--- config.mk ---
export PLATFORM = sky130hd
export DESIGN_NAME = mux_scan_ctrl
export DESIGN_NICKNAME = d
export VERILOG_FILES = /design/src/rtl/mux_scan_ctrl.sv
export SDC_FILE = /design/constraint.sdc
export NUM_CORES = 1
export LEC_CHECK = 0
export CAP_MARGIN = 10
export CORE_MARGIN = 2
export CORE_UTILIZATION = 53
export DETAILED_ROUTE_END_ITERATION = 12
export HOLD_SLACK_MARGIN = 0.03
export PLACE_DENSITY_LB_ADDON = 0.3
export SETUP_SLACK_MARGIN = 0.1
export SYNTH_ARGS = -nofsm -noshare
export SYNTH_HDL_FRONTEND = slang
export SYNTH_SLANG_ARGS = --single-unit
export TNS_END_PERCENT = 50
--- constraint.sdc ---
create_clock -name clk -period 2.2 [get_ports clk]
set_input_delay 0.44 -clock clk [delete_from_list [all_inputs] [get_ports clk]]
set_output_delay 0.44 -clock clk [all_outputs]
set_load 0.01 [all_outputs]
--- src/rtl/mux_scan_ctrl.sv ---
// mux_scan_ctrl: steps the mux key through every channel, samples each after its settle window
// and publishes a packed frame over valid/ready. Optional feature macro: MUX_SCAN_OVERRUN_EN.
module mux_scan_ctrl #(
  parameter int NR_KEY   = 4,
  parameter int KEY_LEN  = 2,
  parameter int DATA_LEN = 2,
  parameter int DIV      = 5
) (
  input  logic                         clk,
  input  logic                         rst,
  input  logic                         en,
  output logic [KEY_LEN-1:0]           sel,
  input  logic [DATA_LEN-1:0]          mux_in,
  output logic [NR_KEY*DATA_LEN-1:0]   frame,
  output logic                         frame_valid,
  input  logic                         frame_ready,
  output logic                         busy,
  output logic                         overrun
);

  localparam int                 FRAME_W  = NR_KEY * DATA_LEN;
  localparam logic [31:0]        CNT_LAST = 32'(DIV);
  localparam logic [KEY_LEN-1:0] KEY_LAST = KEY_LEN'(NR_KEY - 1);

  typedef enum logic [0:0] {
    ST_IDLE = 1'b0,
    ST_SCAN = 1'b1
  } state_t;

  state_t               r_state;
  state_t               w_state_nxt;
  logic [31:0]          r_cnt;
  logic [KEY_LEN-1:0]   r_sel;
  logic [FRAME_W-1:0]   r_shadow;
  logic [FRAME_W-1:0]   r_frame;
  logic [FRAME_W-1:0]   w_new_frame;
  logic                 r_frame_valid;
  logic                 w_hold_done;
  logic                 w_publish;
  logic                 w_xfer;
  logic                 w_busy;

  // State register
  always_ff @(posedge clk or negedge rst) begin
    if (!rst) begin
      r_state <= ST_IDLE;
    end else begin
      r_state <= w_state_nxt;
    end
  end

  // Next-state logic: en is only looked at in IDLE and on the frame-end edge
  always_comb begin
    w_state_nxt = r_state;
    case (r_state)
      ST_IDLE: begin
        if (en) begin
          w_state_nxt = ST_SCAN;
        end else begin
          w_state_nxt = ST_IDLE;
        end
      end
      ST_SCAN: begin
        if (w_publish && !en) begin
          w_state_nxt = ST_IDLE;
        end else begin
          w_state_nxt = ST_SCAN;
        end
      end
      default: begin
        w_state_nxt = ST_IDLE;
      end
    endcase
  end

  // Output decode from the state register
  always_comb begin
    w_busy = 1'b0;
    case (r_state)
      ST_SCAN: w_busy = 1'b1;
      ST_IDLE: w_busy = 1'b0;
      default: w_busy = 1'b0;
    endcase
  end

  assign w_hold_done = (r_state == ST_SCAN) && (r_cnt == CNT_LAST);
  assign w_publish   = w_hold_done && (r_sel == KEY_LAST);
  assign w_xfer      = r_frame_valid && frame_ready;

  // Settle counter and key sequencing
  always_ff @(posedge clk or negedge rst) begin
    if (!rst) begin
      r_cnt <= 32'd0;
      r_sel <= '0;
    end else if (r_state != ST_SCAN) begin
      r_cnt <= 32'd0;
      r_sel <= '0;
    end else if (w_hold_done) begin
      r_cnt <= 32'd0;
      if (r_sel == KEY_LAST) begin
        r_sel <= '0;
      end else begin
        r_sel <= r_sel + KEY_LEN'(1);
      end
    end else begin
      r_cnt <= r_cnt + 32'd1;
    end
  end

  // Per-channel capture at the end of each hold window
  always_ff @(posedge clk or negedge rst) begin
    if (!rst) begin
      r_shadow <= '0;
    end else if (w_hold_done) begin
      for (int k = 0; k < NR_KEY; k++) begin
        if (r_sel == KEY_LEN'(k)) begin
          r_shadow[k*DATA_LEN +: DATA_LEN] <= mux_in;
        end
      end
    end else begin
      r_shadow <= r_shadow;
    end
  end

  // The last channel bypasses the shadow so the frame is complete on the capture edge
  always_comb begin
    w_new_frame                            = r_shadow;
    w_new_frame[FRAME_W-1 -: DATA_LEN]     = mux_in;
  end

  // Frame publication and downstream handshake
  always_ff @(posedge clk or negedge rst) begin
    if (!rst) begin
      r_frame       <= '0;
      r_frame_valid <= 1'b0;
    end else if (w_publish) begin
      if (!r_frame_valid || w_xfer) begin
        r_frame       <= w_new_frame;
        r_frame_valid <= 1'b1;
      end else begin
`ifdef MUX_SCAN_OVERRUN_EN
        r_frame       <= r_frame;
`else
        r_frame       <= w_new_frame;
`endif
        r_frame_valid <= 1'b1;
      end
    end else if (w_xfer) begin
      r_frame_valid <= 1'b0;
    end else begin
      r_frame_valid <= r_frame_valid;
    end
  end

`ifdef MUX_SCAN_OVERRUN_EN
  logic r_overrun;

  // Sticky overrun: a frame finished while the previous one was still pending
  always_ff @(posedge clk or negedge rst) begin
    if (!rst) begin
      r_overrun <= 1'b0;
    end else if (r_state == ST_IDLE) begin
      r_overrun <= 1'b0;
    end else if (w_publish && r_frame_valid && !w_xfer) begin
      r_overrun <= 1'b1;
    end else begin
      r_overrun <= r_overrun;
    end
  end

  assign overrun = r_overrun;
`else
  assign overrun = 1'b0;
`endif

  assign sel         = r_sel;
  assign frame       = r_frame;
  assign frame_valid = r_frame_valid;
  assign busy        = w_busy;

endmodule
==> impl_results.md <==
- Final WL: 5750 um
- Area growth syn-to-layout: 16.7%
- CP max FO: 8
- Antenna violations before repair: 0
- Drt first-iter violations: 148
- Min-Delay Path Class: primary input to asynchronous set/reset pin
- Hold Vio Cnt, Final: 0
- CP Data Required Time: 2390 ps
- Adder-Cell Fraction of Synth Area: 2.85%
- Max Cap Viol: 0
- Post-synth ARST share: 100%
- Yosys reg bits: 50
- Hpwl dp: 3950 um
- Crit path kind: flip-flop to flip-flop
- EDFF count, synth: 0
- FF-to-FF setup slack: 170 ps
- Pin count of the biggest net entering global routing: 31
- Grt ovf: 0
- Ports: 19
- Most frequent cells in the layout: dfrtp_1, a21oi_1, nor2_1, clkdlybuf4s50_1
- R2R depth: 6
- RR Startpoint: r_cnt[1]
- RSZ-0062 raised after global routing: yes
- Vias: 2,076
- Mapped Nets: 263
- TritonCTS clock tree: yes
- Drt pass-1 iters: 4
- Leakage: 1.29 nW
- Total CTS buffers: 5
- Synth Area in XOR/XNOR: 4.32%
- Setup crit start: r_cnt[1]
- CP Launch Type: flip-flop
- Commonest non-fill, non-tap cell in the layout: dfrtp_1
- Arrival @ worst endpoint: 2220 ps
- Met1 usage: 29.4%
- Slew HR: 62.7%
- First-pass GRT wire length: 9280 um
- Vias in the first global route: 1,953
- Power per cell area: 847 nW/um^2
- Buf/Inv on CP: 1
- Sequential area share after synthesis: 47.4%
- Residual DRC: 0
- Worst stage delay on the critical path: 420 ps
- Slowest CP cell: dfrtp_1
- Peak supply drop: 454 uV
- Slew Viols, Final: 0
- Simple-gate share of the synthesized area: 24.0%
- M2 GR Usage: 34.5%
- Overall global routing resource usage: 21.8%
- Distinct cells, synth: 39
- # port buffers: 17
- Reg2reg end: r_shadow[3]
- Main combinational cell family by area after synthesis: simple AND/OR/NAND/NOR gates
- Post-synthesis instance total: 251
- Initial Util: 55.5%
- Antenna-violating nets left: 0
- Layout cell share with drive strength beyond 1: 19.6%
- Nets: 287
- Most common cell on crit path: and4_1
- # rows: 25
- Die Y: 74.5 um
- Final Cycle Share: 92.3%
- Drt wl/cell: 16.8 um
- Worst skew pair latency: 300 ps
- Status: finished, final reports clean
- Core ar.: 4750 sq um
- Via-per-instance ratio: 6.05
- Clock Path Buffers: 2
- Compound-Gate Fraction of Synth Area: 9.30%
- CP Cell Sequence: inv_1 -> ha_1 -> nor4b_4 -> and4_1 -> and4_1 -> mux2_2
- Total clock sinks: 50
- Post-synthesis instance area: 2640 sq um
- M3 GR Usage: 5.15%
- Final setup vio count: 0
- Worst Skew: 8.19 ps
- Ys flop type: dfrtp_1
- Grt peak-use layer: met2
- Die area: 5560 sq um
- Fmax: 0.493 GHz
- Tmin final: 2030 ps
- Yosys warning count: 0
- WHS: 112 ps
- Crit. End Element: flip-flop
- Clock transition at path regs: 100 ps
- Antenna Cells: 0
- Post-synthesis mux area share: 7.50%
- H-tree Lvls: 2
- Root buffer cell: clkbuf_8
- Syn avg cell area: 10.5 sq um
- Post-Route Setup TNS: 0 ps
- Die Wd: 74.5 um
- Gp weighted congestion: 0.852
- Worst-Margin Slew: 559 ps
- Delay-heaviest family, CP: simple AND/OR/NAND/NOR gates
==> cell usage after synthesis, types with 3 or more instances <==
master     n  area share, %
mux2_4     8            4.6
inv_1      8            1.1
or4_1      9            2.6
and4_1     7            2.3
o41ai_1    3            1.0
ha_1       6            2.8
nand2_1   13            1.9
nand4_1   13            3.1
nand3_1   12            2.3
xor2_1     5            1.7
dfrtp_1   50             47
clkbuf_1  10            1.4
nor2_1    16            2.3
o31ai_1    7            2.0
a21oi_1   17            3.2
or3_1      7            1.7
o21ai_0    8            1.5
mux2_2     6            2.6
xnor2_1    8            2.7
buf_6      3            1.3
nor4_1     9            2.1
==> state kept, by name, summed over array words and instances, names as in the netlist <==
| name | cells |
|---|---|
| r_cnt | 32 |
| frame_valid | 1 |
| frame | 8 |
| r_state | 1 |
| r_shadow | 6 |
| sel | 2 |
==> cell families after synthesis <==
kind of cell	Yosys count
multiplexers	15
flip-flops	50
other	1
AND/OR/NAND/NOR	102
AO/OA/AOI/OAI	40
buffers and inverters	24
XOR/XNOR	13
adder cells (fa/ha/maj)	6
==> where the power goes <==
group          total [mW]  internal [mW]  switching [mW]
clock network       0.548          0.230           0.318
logic               0.827          0.426           0.401
registers            1.23           1.07           0.159
==> through the flow <==
step	cell area [sq um]	power [mW]	cells	worst slack [ps]	utilization [%]
3_5_place_dp	2920	2.01	331	26.0	61.5
4_1_cts	3020	2.57	340	108	63.6
2_1_floorplan	2640	1.70	251	104	-
6_report	3080	2.61	343	170	64.7
3_3_place_gp	2920	1.97	331	89.0	61.5
5_1_grt	3080	2.78	343	75.8	64.7
==> routing by layer <==
| metal | share of wire [%] | wire length [um] |
|---|---|---|
| met2 | 48 | 2770 |
| met1 | 45 | 2580 |
| met5 | 0 | 0 |
| met3 | 5.7 | 328 |
| met4 | 1.3 | 73 |
==> worst max path at each step <==
stage,end,slack (ps),cells past startpoint
floorplan,frame[0],100,5
global placement,frame[3],90,5
detailed placement,frame[5],30,5
CTS,r_cnt[24],110,5
global route,r_shadow[3],80,6
finish,r_shadow[3],170,6
==> cell type report <==
cell class | instances | area (sq um)
Inverter | 8 | 30.0
Multi-Input combinational cell | 178 | 1310
Clock inverter | 3 | 25.0
Timing Repair Buffer | 32 | 303
Sequential cell | 50 | 1250
Tap cell | 67 | 83.8
Fill cell | 400 | 1680
Clock buffer | 5 | 68.8
==> repair_timing <==
item	in CTS	in global routing
gates resized for setup	0	8
pin swaps	1	4
cloned	0	1
hold buffers	0	0
setup buffers	1	2
setup endpoints to repair	8	23
No activity file was read; power rests on OpenSTA's default activity.
